File: src/rtl/cp0_ctrl_if.sv
// rtl/cp0_ctrl_if.sv - pipeline-side bus for the CP0 controller
// master is the pipeline driving requests, slave is cp0_ctrl.
interface cp0_ctrl_if;
  logic        mtc0;
  logic        mfc0;
  logic        eret;
  logic [4:0]  rd_addr;
  logic [31:0] wdata;
  logic [4:0]  exc_code;
  logic [31:0] epc_in;
  logic [4:0]  int_in;
  logic [31:0] rdata;
  logic        redirect;
  logic [31:0] redirect_pc;
  logic        exl;

  modport master (
    output mtc0, mfc0, eret, rd_addr, wdata, exc_code, epc_in, int_in,
    input  rdata, redirect, redirect_pc, exl
  );

  modport slave (
    input  mtc0, mfc0, eret, rd_addr, wdata, exc_code, epc_in, int_in,
    output rdata, redirect, redirect_pc, exl
  );
endinterface

File: src/rtl/cp0_ctrl.sv
// rtl/cp0_ctrl.sv - CP0 register file, timer, exception/interrupt/eret sequencing
// One event per cycle is taken; the following FLUSH cycle drives redirect and ignores all requests.
module cp0_ctrl (
  input  logic        clock,
  input  logic        reset,
  cp0_ctrl_if.slave   bus
);

  localparam logic [4:0]  REG_COUNT   = 5'd9;
  localparam logic [4:0]  REG_COMPARE = 5'd11;
  localparam logic [4:0]  REG_STATUS  = 5'd12;
  localparam logic [4:0]  REG_CAUSE   = 5'd13;
  localparam logic [4:0]  REG_EPC     = 5'd14;
  localparam logic [4:0]  NO_EXC      = 5'h1F;
  localparam logic [31:0] VECTOR_PC   = 32'h0000_F000;

  typedef enum logic [1:0] {RUN, HANDLER, FLUSH} state_t;

  state_t      state_q, state_d;
  logic [31:0] count_q, count_d;
  logic [31:0] compare_q, compare_d;
  logic [31:0] epc_q, epc_d;
  logic [31:0] redirect_pc_q, redirect_pc_d;
  logic        ie_q, ie_d;
  logic        exl_q, exl_d;
  logic [7:0]  im_q, im_d;
  logic [4:0]  exc_code_q, exc_code_d;
  logic [4:0]  ip_q, ip_d;
  logic        tp_q, tp_d;

  logic        in_flush;
  logic        int_pend;
  logic        take_event;
  logic [31:0] status_w;
  logic [31:0] cause_w;

  assign in_flush = (state_q == FLUSH);
  assign status_w = {16'h0, im_q, 6'h0, exl_q, ie_q};
  assign cause_w  = {16'h0, tp_q, ip_q, 3'h0, exc_code_q, 2'h0};
  assign int_pend = ie_q & ~exl_q & (|({tp_q, ip_q} & im_q[7:2]));

  always_comb begin
    count_d       = count_q + 32'd1;
    compare_d     = compare_q;
    epc_d         = epc_q;
    redirect_pc_d = redirect_pc_q;
    ie_d          = ie_q;
    exl_d         = exl_q;
    im_d          = im_q;
    exc_code_d    = exc_code_q;
    ip_d          = bus.int_in;
    tp_d          = tp_q | (count_q == compare_q);
    take_event    = 1'b0;

    // The flushed instruction in the redirect cycle must not change architectural state.
    if (!in_flush) begin
      if (bus.exc_code != NO_EXC) begin
        take_event    = 1'b1;
        exc_code_d    = bus.exc_code;
        exl_d         = 1'b1;
        redirect_pc_d = VECTOR_PC;
        if (!exl_q) epc_d = bus.epc_in;
      end else if (int_pend) begin
        take_event    = 1'b1;
        exc_code_d    = 5'd0;
        exl_d         = 1'b1;
        epc_d         = bus.epc_in;
        redirect_pc_d = VECTOR_PC;
      end else if (bus.eret) begin
        take_event    = 1'b1;
        exl_d         = 1'b0;
        redirect_pc_d = epc_q;
      end else if (bus.mtc0) begin
        case (bus.rd_addr)
          REG_COUNT:   count_d = bus.wdata;
          REG_COMPARE: begin
            compare_d = bus.wdata;
            tp_d      = 1'b0;
          end
          REG_STATUS: begin
            ie_d  = bus.wdata[0];
            exl_d = bus.wdata[1];
            im_d  = bus.wdata[15:8];
          end
          REG_EPC:     epc_d = bus.wdata;
          default:     ;
        endcase
      end
    end

    if (take_event)  state_d = FLUSH;
    else if (exl_d)  state_d = HANDLER;
    else             state_d = RUN;
  end

  always_ff @(posedge clock) begin
    if (reset) begin
      state_q       <= RUN;
      count_q       <= 32'd0;
      compare_q     <= 32'hFFFF_FFFF;
      epc_q         <= 32'd0;
      redirect_pc_q <= 32'd0;
      ie_q          <= 1'b0;
      exl_q         <= 1'b0;
      im_q          <= 8'hFF;
      exc_code_q    <= 5'd0;
      ip_q          <= 5'd0;
      tp_q          <= 1'b0;
    end else begin
      state_q       <= state_d;
      count_q       <= count_d;
      compare_q     <= compare_d;
      epc_q         <= epc_d;
      redirect_pc_q <= redirect_pc_d;
      ie_q          <= ie_d;
      exl_q         <= exl_d;
      im_q          <= im_d;
      exc_code_q    <= exc_code_d;
      ip_q          <= ip_d;
      tp_q          <= tp_d;
    end
  end

  always_comb begin
    bus.rdata = 32'd0;
    if (bus.mfc0) begin
      case (bus.rd_addr)
        REG_COUNT:   bus.rdata = count_q;
        REG_COMPARE: bus.rdata = compare_q;
        REG_STATUS:  bus.rdata = status_w;
        REG_CAUSE:   bus.rdata = cause_w;
        REG_EPC:     bus.rdata = epc_q;
        default:     bus.rdata = 32'd0;
      endcase
    end
  end

  assign bus.redirect    = in_flush;
  assign bus.redirect_pc = redirect_pc_q;
  assign bus.exl         = exl_q;

endmodule

File: src/flat_wrapper.sv
// flat-port wrapper written by rule: the top's interface ports become plain ports
module cp0_ctrl_flat 
  (clock, reset, bus_mtc0, bus_mfc0, bus_eret, bus_rd_addr, bus_wdata, bus_exc_code, bus_epc_in, bus_int_in, bus_rdata, bus_redirect, bus_redirect_pc, bus_exl);
  cp0_ctrl_if bus_i ();
  input  logic clock;
  input  logic reset;
  input wire logic [$bits(bus_i.mtc0)-1:0] bus_mtc0;
  input wire logic [$bits(bus_i.mfc0)-1:0] bus_mfc0;
  input wire logic [$bits(bus_i.eret)-1:0] bus_eret;
  input wire logic [$bits(bus_i.rd_addr)-1:0] bus_rd_addr;
  input wire logic [$bits(bus_i.wdata)-1:0] bus_wdata;
  input wire logic [$bits(bus_i.exc_code)-1:0] bus_exc_code;
  input wire logic [$bits(bus_i.epc_in)-1:0] bus_epc_in;
  input wire logic [$bits(bus_i.int_in)-1:0] bus_int_in;
  output wire logic [$bits(bus_i.rdata)-1:0] bus_rdata;
  output wire logic [$bits(bus_i.redirect)-1:0] bus_redirect;
  output wire logic [$bits(bus_i.redirect_pc)-1:0] bus_redirect_pc;
  output wire logic [$bits(bus_i.exl)-1:0] bus_exl;
  assign bus_i.mtc0 = bus_mtc0;
  assign bus_i.mfc0 = bus_mfc0;
  assign bus_i.eret = bus_eret;
  assign bus_i.rd_addr = bus_rd_addr;
  assign bus_i.wdata = bus_wdata;
  assign bus_i.exc_code = bus_exc_code;
  assign bus_i.epc_in = bus_epc_in;
  assign bus_i.int_in = bus_int_in;
  assign bus_rdata = bus_i.rdata;
  assign bus_redirect = bus_i.redirect;
  assign bus_redirect_pc = bus_i.redirect_pc;
  assign bus_exl = bus_i.exl;
  cp0_ctrl u_core (.clock(clock), .reset(reset), .bus(bus_i));
endmodule
File: config.mk
export PLATFORM = sky130hd
export DESIGN_NAME = cp0_ctrl_flat
export DESIGN_NICKNAME = d
export VERILOG_FILES = /design/src/rtl/cp0_ctrl_if.sv /design/src/rtl/cp0_ctrl.sv /design/src/flat_wrapper.sv
export SDC_FILE = /design/constraint.sdc
export NUM_CORES = 1
export LEC_CHECK = 0
export CAP_MARGIN = 20
export CELL_PAD_IN_SITES_DETAIL_PLACEMENT = 0
export CELL_PAD_IN_SITES_GLOBAL_PLACEMENT = 1
export CORE_ASPECT_RATIO = 2
export CORE_MARGIN = 2
export CORE_UTILIZATION = 40
export CTS_BUF_LIST = sky130_fd_sc_hd__clkbuf_8
export CTS_CLUSTER_SIZE = 8
export DETAILED_ROUTE_END_ITERATION = 8
export PLACE_DENSITY = 0.91
export SLEW_MARGIN = 10
export SYNTH_ARGS = -nofsm -noshare
export SYNTH_HDL_FRONTEND = slang
export SYNTH_SLANG_ARGS = --single-unit
File: constraint.sdc
create_clock -name clock -period 2.3 [get_ports clock]
set_input_delay 0.46 -clock clock [delete_from_list [all_inputs] [get_ports clock]]
set_output_delay 0.46 -clock clock [all_outputs]
set_load 0.05 [all_outputs]
==> qor.txt <==
Final non-filler cell total: 1271
Layout Nets: 1128
Endpoints failing setup: 4
Crit Path Category: primary input to primary output
Routability cong.: 0.8851
Area share of the largest cell type after synthesis: 0.4085
Die X: 100.2 µm
EDFF count, synth: 0
Crit path DAT: 1.87 ns
Wire length per cell: 21.15 µm
Clock root cell: clkbuf_8
Post-Syn Instances: 849
# IOs: 150
Pwr/cell area: 524.6 nW/µm²
Synth top area cells: dfxtp_1 (41%), nor4_1 (6.3%), nor2_1 (5.6%)
Synth cell types: 50
Max Clock Skew: 0.01319 ns
Most used cell, CP: buf_8
First-pass GRT wire length: 41680 µm
Placed standard-cell area: 10460 µm²
DIE AREA: 19670 µm²
Achievable Freq: 0.4283 GHz
Syn-to-layout area delta: 49.96%
RSZ-0062 raised after global routing: true
Util after Layout: 0.6092
Worst-path clk slew: 0.08 ns
Largest net degree at the start of global routing: 82
Lkg Pwr: 3.772 nW
Avg Inst Size Synth: 8.717 µm²
Cell taking the most area after synthesis: dfxtp_1
Fraction of registers with async set or reset after synthesis: 0
Most common flop cell mapped by yosys: dfxtp_1
Failing checks: negative setup slack
Commonest cells after routing, fill and taps aside: dfxtp_1 (151), clkdlybuf4s50_1 (110), nor2_1 (87)
Avg Vias per Cell: 6.038
Seq cells post-synth: 151
Routed WL: 26890 µm
Grt total ovfl: 0
Worst slew margin: 0.6017
Most common cell after layout, fill and taps aside: dfxtp_1
Fin worst setup slack: -0.03462 ns
Worst-case vdd ir drop: 0.3092 mV
Placed instance count: 1233
Row cnt: 70
All-layer global routing usage: 0.2749
Ant. Diodes: 0
Drt drc: 0
Pre-CTS WS: -0.5674 ns
Crit path time final: 2.335 ns
Fin area: 11100 µm²
Sequential share of the synthesized area: 0.4085
Antenna viol nets, final: 0
Hold Fails Final Rpt: 0
Worst Path Required: 1.84 ns
Initial antenna violation count: 0
Via count: 7674
Slew Viols, Final: 0
CTS Buf Count: 17
CP Capture Type: primary output
Worst-Skew Late Latency: 0.47 ns
HPWL after detailed placement: 19500 µm
Hold Path Class: primary input to flop
Clk sinks: 151
Crit-path cells: buf_8, and4bb_2, and2_4, buf_8, a222oi_1, buf_4, nor2_4, buf_12
Starting DRT DRC Count: 679
Pre-antenna DRT Iters: 8
Core area: 18220 µm²
Synth warnings: 0
Max-Cap Viols: 0
Crit-path slowest cell: a222oi_1
Clock Tree Buf Depth: 2
Crit Path Max Fanout: 6
Area of the mapped netlist: 7401 µm²
Final period util: 1.015
CP Launch Type: primary input
Layout cells sized above 1: 0.2218
CTS tree: done
Die height: 196.4 µm
Status: complete, but fails checks
Initial Utilization: 0.4062
H-tree lvl count: 4
Syn Nets: 934
CP max stage delay: 0.37 ns
Vias in the first global route: 7829
Port buffer count: 149
CP top delay family: buffers and inverters
Worst slew pin tran: 0.5968 ns
Bufs and invs on worst path: 4
-- state kept, by name, summed over array words and instances (netlist names) --
signal	cells
u_core.count_q	32
u_core.im_q	8
u_core.bus.exl	1
u_core.state_q	2
u_core.bus.redirect_pc	32
u_core.epc_q	32
u_core.exc_code_q	5
u_core.tp_q	1
u_core.compare_q	32
u_core.ie_q	1
u_core.ip_q	5
-- what timing repair did --
item,CTS,global route
hold buffers,0,0
pin swaps,13,11
setup buffers,6,2
setup endpoints to repair,32,47
resized for setup,54,7
cloned,3,0
-- cells by family after synthesis --
| logic type | Yosys count | share of synthesized area |
|---|---|---|
| compound gates | 166 | 0.1839 |
| xor+xnor | 60 | 0.07101 |
| fa+ha+maj | 1 | 0.001690 |
| buf+inv | 89 | 0.05207 |
| flops | 151 | 0.4085 |
| mux | 12 | 0.01623 |
| simple gates | 370 | 0.2666 |
-- layer usage --
| layer | vias to the layer above | wire length [µm] | global-route usage |
|---|---|---|---|
| li1 | 3556 | - | - |
| met1 | 3735 | 9160 | 0.2755 |
| met2 | 291 | 14700 | 0.5071 |
| met3 | 92 | 1235 | 0.04220 |
| met4 | 0 | 1795 | 0.1852 |
| met5 | - | 0 | 0 |
-- cell type report --
cell class                 count  area (µm²)
multi-input combinational    609        4424
tap                          216       270.3
clock buffer                  21       289.0
timing repair buffer         258        2942
fill                        1560        7119
inverter                       6       22.52
clock inverter                10       127.6
sequential                   151        3023
-- stage by stage --
stage	total power, mW	setup TNS, ns	hold slack [ns]
2_1_floorplan	3.202	0	0.4534
5_1_grt	5.993	-0.5928	0.4981
3_5_place_dp	3.664	-40.52	0.4538
3_3_place_gp	3.652	-32.75	0.4541
4_1_cts	5.829	-0.1961	0.4509
6_report	5.822	-0.07402	0.4637
-- power by group --
part | leakage (nW) | internal [mW] | switching, mW
Combinational | 2.32 | 0.383 | 0.444
Clock | 0.216 | 1.17 | 1.01
Sequential | 1.23 | 2.71 | 0.106
Total | 3.77 | 4.26 | 1.56
-- cell usage after synthesis (all sizes together) (14+ instances only) --
cell    instances
nand2          27
dfxtp         151
nand3          18
xnor2          46
nor3           40
a22o           31
nor2          111
a211oi         30
nand4          22
a222oi         17
nor2b          51
a211o          40
xor2           14
buf            28
a21oi          14
nor4           75
clkbuf         55
-- path summary, 6_finish.rpt --
path         cells past startpoint                                   start  slack, ns                                      to
min                              2                                   reset       0.46            u_core.state_q[1]$_SDFF_PP0_
max reg2reg                      7               u_core.ip_q[1]$_SDFF_PP0_       0.10           u_core.epc_q[19]$_SDFFE_PP0P_
max                              8                          bus_rd_addr[2]      -0.03                           bus_rdata[18]
min reg2reg                      1  u_core.bus.redirect_pc[2]$_SDFFE_PP0P_       0.47  u_core.bus.redirect_pc[2]$_SDFFE_PP0P_
Power figures use the tool's default switching activity.
